===== src/rtl/stream_demux_pkg.sv =====
// stream_demux_pkg
//   Shared types and constants for the stream_demux_n block.
//   - slot_state_e : per-channel holding slot state (EMPTY/FULL)
//   - DEF_*        : default parameter values
//   - cnt_sat_max  : all-ones value of a w-bit counter (saturation point)
package stream_demux_pkg;

  typedef enum logic {
    SLOT_EMPTY = 1'b0,
    SLOT_FULL  = 1'b1
  } slot_state_e;

  localparam int DEF_DATA_W = 8;
  localparam int DEF_NUM_CH = 4;
  localparam int DEF_SEL_W  = 2;
  localparam int DEF_CNT_W  = 8;

  // Largest value a w-bit unsigned counter can hold (w <= 63).
  function automatic logic [63:0] cnt_sat_max(input int w);
    return (64'd1 << w) - 64'd1;
  endfunction

endpackage


===== src/rtl/stream_demux_slot.sv =====
// stream_demux_slot
//   One-entry holding register with EMPTY/FULL state for one output channel.
//   Ports:
//     clk, rst   : clock, synchronous active-high reset
//     load       : write load_data into the slot (only when can_load=1)
//     load_data  : payload to store
//     out_ready  : consumer takes the held word this cycle
//     out_valid  : slot holds a word
//     out_data   : held word; changes only on a load
//     can_load   : slot can take a word this cycle (empty, or draining now)
module stream_demux_slot
  import stream_demux_pkg::*;
#(
  parameter int DATA_W = DEF_DATA_W
) (
  input  logic              clk,
  input  logic              rst,
  input  logic              load,
  input  logic [DATA_W-1:0] load_data,
  input  logic              out_ready,
  output logic              out_valid,
  output logic [DATA_W-1:0] out_data,
  output logic              can_load
);

  slot_state_e state, state_nxt;

  always_ff @(posedge clk) begin
    if (rst) begin
      state    <= SLOT_EMPTY;
      out_data <= '0;
    end else begin
      state <= state_nxt;
      if (load) out_data <= load_data;
    end
  end

  always_comb begin
    state_nxt = state;
    // out_ready feeds can_load combinationally so a full slot can drain and
    // reload in one cycle without a bubble.
    can_load  = (state == SLOT_EMPTY) | out_ready;
    out_valid = (state == SLOT_FULL);
    case (state)
      SLOT_EMPTY: if (load) state_nxt = SLOT_FULL;
      SLOT_FULL:  if (out_ready && !load) state_nxt = SLOT_EMPTY;
      default:    state_nxt = SLOT_EMPTY;
    endcase
  end

endmodule


===== src/rtl/stream_demux_n.sv =====
// stream_demux_n
//   Registered 1-to-NUM_CH demultiplexer with valid/ready handshakes,
//   one holding slot per channel, broadcast mode, and invalid-select drop
//   detection with a saturating drop counter.
//   Ports:
//     clk, rst   : clock, synchronous active-high reset
//     in_data    : input payload
//     in_sel     : destination channel index
//     in_bcast   : deliver to every channel (in_sel ignored)
//     in_valid   : input word present
//     in_ready   : word accepted this cycle (combinational)
//     out_data   : channel i payload at [i*DATA_W +: DATA_W]
//     out_valid  : per-channel slot full
//     out_ready  : per-channel consumer ready
//     drop_pulse : one-cycle pulse after a word was dropped (bad select)
//     drop_cnt   : saturating count of dropped words
module stream_demux_n
  import stream_demux_pkg::*;
#(
  parameter int DATA_W = DEF_DATA_W,
  parameter int NUM_CH = DEF_NUM_CH,
  parameter int SEL_W  = DEF_SEL_W,
  parameter int CNT_W  = DEF_CNT_W
) (
  input  logic                     clk,
  input  logic                     rst,
  input  logic [DATA_W-1:0]        in_data,
  input  logic [SEL_W-1:0]         in_sel,
  input  logic                     in_bcast,
  input  logic                     in_valid,
  output logic                     in_ready,
  output logic [NUM_CH*DATA_W-1:0] out_data,
  output logic [NUM_CH-1:0]        out_valid,
  input  logic [NUM_CH-1:0]        out_ready,
  output logic                     drop_pulse,
  output logic [CNT_W-1:0]         drop_cnt
);

  if (NUM_CH > (1 << SEL_W)) begin : g_bad_sel_w
    $error("stream_demux_n: NUM_CH exceeds 2**SEL_W");
  end
  if (NUM_CH < 2 || NUM_CH > 16) begin : g_bad_num_ch
    $error("stream_demux_n: NUM_CH must be in 2..16");
  end

  localparam logic [SEL_W:0]   NUM_CH_S = (SEL_W+1)'(NUM_CH);
  localparam logic [CNT_W-1:0] CNT_MAX  = CNT_W'(cnt_sat_max(CNT_W));

  logic [NUM_CH-1:0]             can_load;
  logic [NUM_CH-1:0]             sel_hot;
  logic [NUM_CH-1:0]             load;
  logic [NUM_CH-1:0][DATA_W-1:0] slot_data;
  logic                          sel_ok;
  logic                          accept;
  logic                          drop_now;

  // One-hot decode; out-of-range selects give an all-zero vector, so no
  // out-of-bounds indexing is needed for can_load.
  always_comb begin
    sel_hot = '0;
    for (int i = 0; i < NUM_CH; i++) sel_hot[i] = (in_sel == SEL_W'(i));
  end

  assign sel_ok = ({1'b0, in_sel} < NUM_CH_S);

  // Broadcast waits until every slot can take the word so all copies land
  // in the same cycle. Invalid selects are always sunk.
  always_comb begin
    if (in_bcast)    in_ready = &can_load;
    else if (sel_ok) in_ready = |(sel_hot & can_load);
    else             in_ready = 1'b1;
  end

  assign accept   = in_valid & in_ready;
  assign load     = {NUM_CH{accept}} & ({NUM_CH{in_bcast}} | sel_hot);
  assign drop_now = accept & ~in_bcast & ~sel_ok;

  for (genvar i = 0; i < NUM_CH; i++) begin : g_slot
    stream_demux_slot #(.DATA_W(DATA_W)) u_slot (
      .clk       (clk),
      .rst       (rst),
      .load      (load[i]),
      .load_data (in_data),
      .out_ready (out_ready[i]),
      .out_valid (out_valid[i]),
      .out_data  (slot_data[i]),
      .can_load  (can_load[i])
    );
  end

  assign out_data = slot_data;

  always_ff @(posedge clk) begin
    if (rst) begin
      drop_pulse <= 1'b0;
      drop_cnt   <= '0;
    end else begin
      drop_pulse <= drop_now;
      if (drop_now && drop_cnt != CNT_MAX) drop_cnt <= drop_cnt + 1'b1;
    end
  end

endmodule


===== config.mk =====
export PLATFORM = sky130hd
export DESIGN_NAME = stream_demux_n
export DESIGN_NICKNAME = d
export VERILOG_FILES = /design/src/rtl/stream_demux_pkg.sv /design/src/rtl/stream_demux_slot.sv /design/src/rtl/stream_demux_n.sv
export SDC_FILE = /design/constraint.sdc
export NUM_CORES = 1
export LEC_CHECK = 0
export CAP_MARGIN = 20
export CORE_MARGIN = 5
export CORE_UTILIZATION = 44
export CTS_CLUSTER_DIAMETER = 30
export DETAILED_ROUTE_END_ITERATION = 12
export GPL_ROUTABILITY_DRIVEN = 0
export MAX_ROUTING_LAYER = met4
export PLACE_DENSITY = 0.8
export SETUP_SLACK_MARGIN = 0.05
export SLEW_MARGIN = 10
export SYNTH_ARGS = -nofsm -noshare
export SYNTH_HDL_FRONTEND = slang
export SYNTH_SLANG_ARGS = --single-unit

===== constraint.sdc =====
create_clock -name clk -period 1.61 [get_ports clk]
set_input_delay 0.4025 -clock clk [delete_from_list [all_inputs] [get_ports clk]]
set_output_delay 0.4025 -clock clk [all_outputs]
set_load 0.005 [all_outputs]

# Word level (Yosys, flattened, before mapping)
# Index checks and enable logic that the tools add are counted.
[op_classes]
reduce_logical = 11
n_mux = 13
n_bitwise = 12
eq_ne = 3
[op_table]
columns = ["cell", "count"]
rows = [
  ["1-bit two-way mux", 9],
  ["4-bit bitwise AND", 2],
  ["1-bit one-hot mux with 2 select lines", 4],
  ["2-bit == test (second input constant)", 2],
  ["1-bit logical AND", 4],
  ["1-bit zero test", 4],
  ["1-bit inverter", 4],
  ["1-bit bitwise OR", 4],
  ["4-bit bitwise OR", 1],
  ["4-bit AND reduction", 1],
  ["4-bit OR reduction", 1],
  ["2-bit by 1-bit == test with 1-bit output (second input constant)", 1],
  ["2-bit zero test", 1],
  ["1-bit bitwise AND", 1],
]
[word_totals]
out_inout_bits = 46
ff_bits = 36
word_cells = 47

# Longest topological paths before layout
[logic_depth]
ltp_word = 11
mapped_depth = 5

# Cells and area by module
# A second synthesis with hierarchy kept.
[hier_totals]
cells_unflattened = 150
hier_area_um2 = 1481.4
[modules_own_cells]
columns = ["module", "cells_per_inst", "area_each_um2", "n_inst"]
rows = [
  ["stream_demux_slot", 30, 321.6, 4],
  ["stream_demux_n", 30, 195.2, 1],
]

# Worst setup path after synthesis
# No wires, ideal clock.
[synth_path]
path_type = "input to output"
start = "in out_ready[1]"
end = "out in_ready"
t_required_ns = 1.207
slack_ns = -0.005
arrival_ns = 1.212
stages = 5
n_path_buf = 1
cell_sequence = "nand2b_1 buf_2 mux2i_1 mux2_2 o22ai_1"
[synth_via]
elab_chain_len = 4
word_cells_on_any_way = 5
classes_between = "mux (1); bitwise (2); reduce/logical (2)"
[synth_rtl]
columns = ["element", "line", "text"]
rows = [
  ["start, declared", "stream_demux_n.sv:34", "input logic [NUM_CH-1:0] out_ready,"],
  ["1-bit bitwise OR *", "stream_demux_slot.sv:42", "can_load = (state == SLOT_EMPTY) | out_ready;"],
  ["4-bit bitwise AND", "stream_demux_n.sv:70", "else if (sel_ok) in_ready = |(sel_hot & can_load);"],
  ["4-bit OR reduction", "stream_demux_n.sv:70", ""],
  ["1-bit two-way mux *", "stream_demux_n.sv:69", "if (in_bcast) in_ready = &can_load;"],
  ["end, declared", "stream_demux_n.sv:31", "output logic in_ready,"],
]
# Every way passes the cells marked *; elsewhere a longest branch is shown, timed or not.

# Final worst setup path
[layout_path]
start = "in out_ready[0]"
end = "out in_ready"
# The elaborated chain is that of the path after synthesis.

==> summary.md <==
* **share of synthesized cell area in and, or, nand and nor gates** 0.205
* **average via count per standard cell** 5.31
* **number of diodes** 0
* **number of antenna violations at the first check in global routing** 0
* **Cell Chain, Critical Path** clkdlybuf4s15_1 -> nand2b_4 -> mux2i_1 -> mux2_2 -> o22ai_2 -> buf_2
* **area share of the largest cell type after synthesis** 0.425
* **Post-Place Setup Slack** -0.815 ns
* **result of the run** finished, violations left
* **area leader, netlist** dfxtp_1
* **number of nets in the layout** 284
* **GRT Residual Overflow** 0
* **number of cells after detailed placement** 298
* **clock network fraction of design power** 0.341
* **leakage power figure** 1.35 nW
* **startpoint type of the worst setup path** input pin
* **Vias** 1,672
* **Worst Setup Path Type** in2out
* **cell with the largest stage delay on the worst path** mux2_2
* **Detailed Place HPWL** 3.21 mm
* **area added between synthesis and finish** 63.2%
* **remaining antenna violation count after routing** 0
* **Synth Area in Adders** 0
* **number of synthesized flops with an enable pin** 0
* **kind of cell adding the most delay to the critical path** multiplexers
* **Worst Path Required** 1.21 ns
* **part of the power in registers** 0.435
* **share of synthesized area occupied by flip-flops and latches** 0.425
* **failing checks** negative setup slack
* **post-synthesis compound-gate area fraction** 0.224
* **number of top-level pins** 64
* **final slew viol count** 0
* **overall fraction of global-route tracks in use** 0.193
* **sum of buffers and inverters on the critical path** 2
* **area of the mapped netlist** 1700 sq um
* **Synth Instances** 186
* **R2R cell count** 5
* **final critical delay including setup and external delays** 1.72 ns
* **Post-Layout Inst Area** 2770 sq um
* **internal power of the cells** 1.69 mW
* **peak ir drop on the vdd network** 0.712 mV
* **source of the worst hold timing path** out_ready[2]
* **most instantiated flip-flop cell in the synthesis netlist** dfxtp_1
* **Die Footprint** 5190 sq um
* **root buf cell** clkbuf_8
* **Async S/R FF share, synth** 0
* **pin count of the biggest net entering global routing** 45
* **pwr/cell area** 819 nW/um^2
* **Warnings, synthesis** 0
* **Bufs on Longest Clock Path** 2
* **aggregate routed wire length** 5.01 mm
* **cell depth of the worst min-delay path** 3
* **end of the worst register-to-register path** g_slot[0].u_slot.out_data[0]
* **# clock sinks** 36
* **switch share** 0.254
* **share of synthesized area spent on multiplexers** 0.0598
* **final routed DRC violation total** 0
* **setup slack, reg-to-reg** 0.02 ns
* **tightest slew margin relative to the limit** 0.610
* **worst hold slack** 0.447 ns
* **main area contributors after synthesis** dfxtp_1, nand2b_1, o21ai_0, a21oi_1, buf_4
* **core region area** 3690 sq um
* **Setup violations, final** 1
* **number of H-tree branching levels** 2
* **length of the first detailed-routing pass in iterations** 4
* **fraction of final layout cells with drive strength greater than 1** 0.363
* **clock-pin slew on the worst setup and hold paths** 0.07 ns
* **number of I/O port buffers** 54
* **effective utilization at floorplan** 0.460
* **transition time of the tightest slew-check pin** 0.583 ns
* **parity-gate share of the synthesized area counting xor and xnor cells** 0
* **number of buffers inserted by hold repair at cts** 0
* **RSZ-0062 raised after global routing** true
* **clock skew** 0.00284 ns
* **Worst setup EP type** output pin
* **critical path arrival** 1.32 ns
* **Cell Rows** 22
* **Net Switching** 0.575 mW
* **number of standard cells in the layout, taps in and fillers out** 315
* **dominant combinational cell family by area after synthesis** compound AO/OA/AOI/OAI gates
* **instance area after placement** 2400 sq um
* **end point of the worst hold path** g_slot[2].u_slot.out_valid
* **Die X** 72.1 um
* **#FFs+latches synth** 36
* **part of the power in combinational logic** 0.223
* **Max Clock Freq** 581 MHz
* **post-route setup slack** -0.110 ns
* **synth cell count leaders** dfxtp_1, o21ai_0, a21oi_1, nand2b_1, nand3_1
* **TritonCTS Buffers** 5
* **CP peak stage delay** 0.27 ns
* **Hold Fails Final Rpt** 0
* **die height** 72.1 um
* **global-route wire length before repair** 7.67 mm
* **min-delay worst type** in2reg
* **most frequent cell after synthesis** dfxtp_1
* **per-instance average area after synthesis** 9.11 sq um
* **violation count after the first detailed-routing iteration** 124
* **average wire per cell in the routed design** 15.9 um
* **Critical Path Fanout Max** 3
* **final worst path period share** 1.07
* **clock tree from TritonCTS** built
* **vias in the first global route** 1,547
* **Yosys cell types** 28
* **max-capacitance violation count** 0
* **FF-to-FF Start** g_slot[2].u_slot.out_valid
* **clock latency at the later pin of the worst-skew pair** 0.29 ns
-- layer usage --
| layer | up-vias | GRT usage | share of wire |
|---|---|---|---|
| li1 | 807 | - | - |
| met1 | 783 | 0.257 | 0.43 |
| met2 | 72 | 0.287 | 0.48 |
| met3 | 10 | 0.0554 | 0.079 |
| met4 | 0 | 0.0522 | 0.016 |
| met5 | - | - | 0 |
-- worst max-delay path by stage --
| stage | startpoint | end | cells past startpoint | slack, ns |
|---|---|---|---|---|
| 4_1_cts | g_slot[1].u_slot.out_valid | in_ready | 5 | -0.12 |
| 3_5_place_dp | out_ready[3] | in_ready | 6 | -0.82 |
| 2_1_floorplan | out_ready[1] | in_ready | 5 | 0.1 |
| 6_report | out_ready[0] | in_ready | 6 | -0.11 |
| 3_3_place_gp | out_ready[1] | in_ready | 6 | -0.79 |
| 5_1_grt | g_slot[0].u_slot.out_valid | in_ready | 5 | -0.15 |
-- power groups by stage --
| stage | logic, mW | clock network [mW] | registers [mW] |
|---|---|---|---|
| 3_3_place_gp | 0.442 | 0 | 0.996 |
| 5_1_grt | 0.549 | 0.830 | 0.994 |
| 3_5_place_dp | 0.449 | 0 | 0.997 |
| 4_1_cts | 0.475 | 0.788 | 0.980 |
| 2_1_floorplan | 0.212 | 0 | 1.00 |
| 6_report | 0.507 | 0.774 | 0.986 |
-- placed cells by master, fill, tap and decap left out, drive strengths merged, types with 2 or more instances in the layout --
| cell type | instances |
|---|---|
| o21ai | 32 |
| nor2b | 11 |
| dlymetal6s2s | 16 |
| clkbuf | 7 |
| buf | 37 |
| nand2b | 20 |
| mux2i | 9 |
| conb | 9 |
| nand2 | 3 |
| a21oi | 20 |
| o41ai | 2 |
| o41a | 4 |
| clkdlybuf4s15 | 2 |
| dfxtp | 36 |
| nand3 | 16 |
| clkdlybuf4s50 | 25 |
| dlygate4sd2 | 5 |
-- layout make-up --
class                           instances  area, sq um
Sequential cell                        36          742
Timing Repair Buffer                   86          830
Fill cell                             280          922
Clock inverter                          2         35.0
Multi-Input combinational cell        137         1030
Tap cell                               48         60.1
Clock buffer                            6         72.6
-- stage by stage --
stage	utilization	power (mW)	setup TNS, ns
6_report	0.750	2.27	-0.110
5_1_grt	0.750	2.37	-0.361
4_1_cts	0.704	2.24	-0.121
3_5_place_dp	0.650	1.45	-17.93
3_3_place_gp	0.650	1.44	-17.15
2_1_floorplan	-	1.21	0
-- registers in the layout, summed over array words and instances (netlist names) --
register,flops
g_slot.u_slot.out_data,32
g_slot.u_slot.out_valid,4
-- worst min-delay path, cell delays in order --
cell and delay [ns]:
clkbuf_2 0.09, nand2b_1 0.13, a21oi_1 0.07
-- kinds of logic (layout without fill, tap and decap cells) --
group,count (synthesis),after routing
compound gates,59,61
buf+inv,23,94
flops,36,36
mux,10,10
other cells,1,9
simple gates,57,57
-- repair_timing --
item                       CTS  global route
pin swaps                    7            11
gates resized for setup     57            56
gates cloned                 2             0
setup endpoints to repair   41            52
setup buffers                5             2
Power figures use the tool's default switching activity.
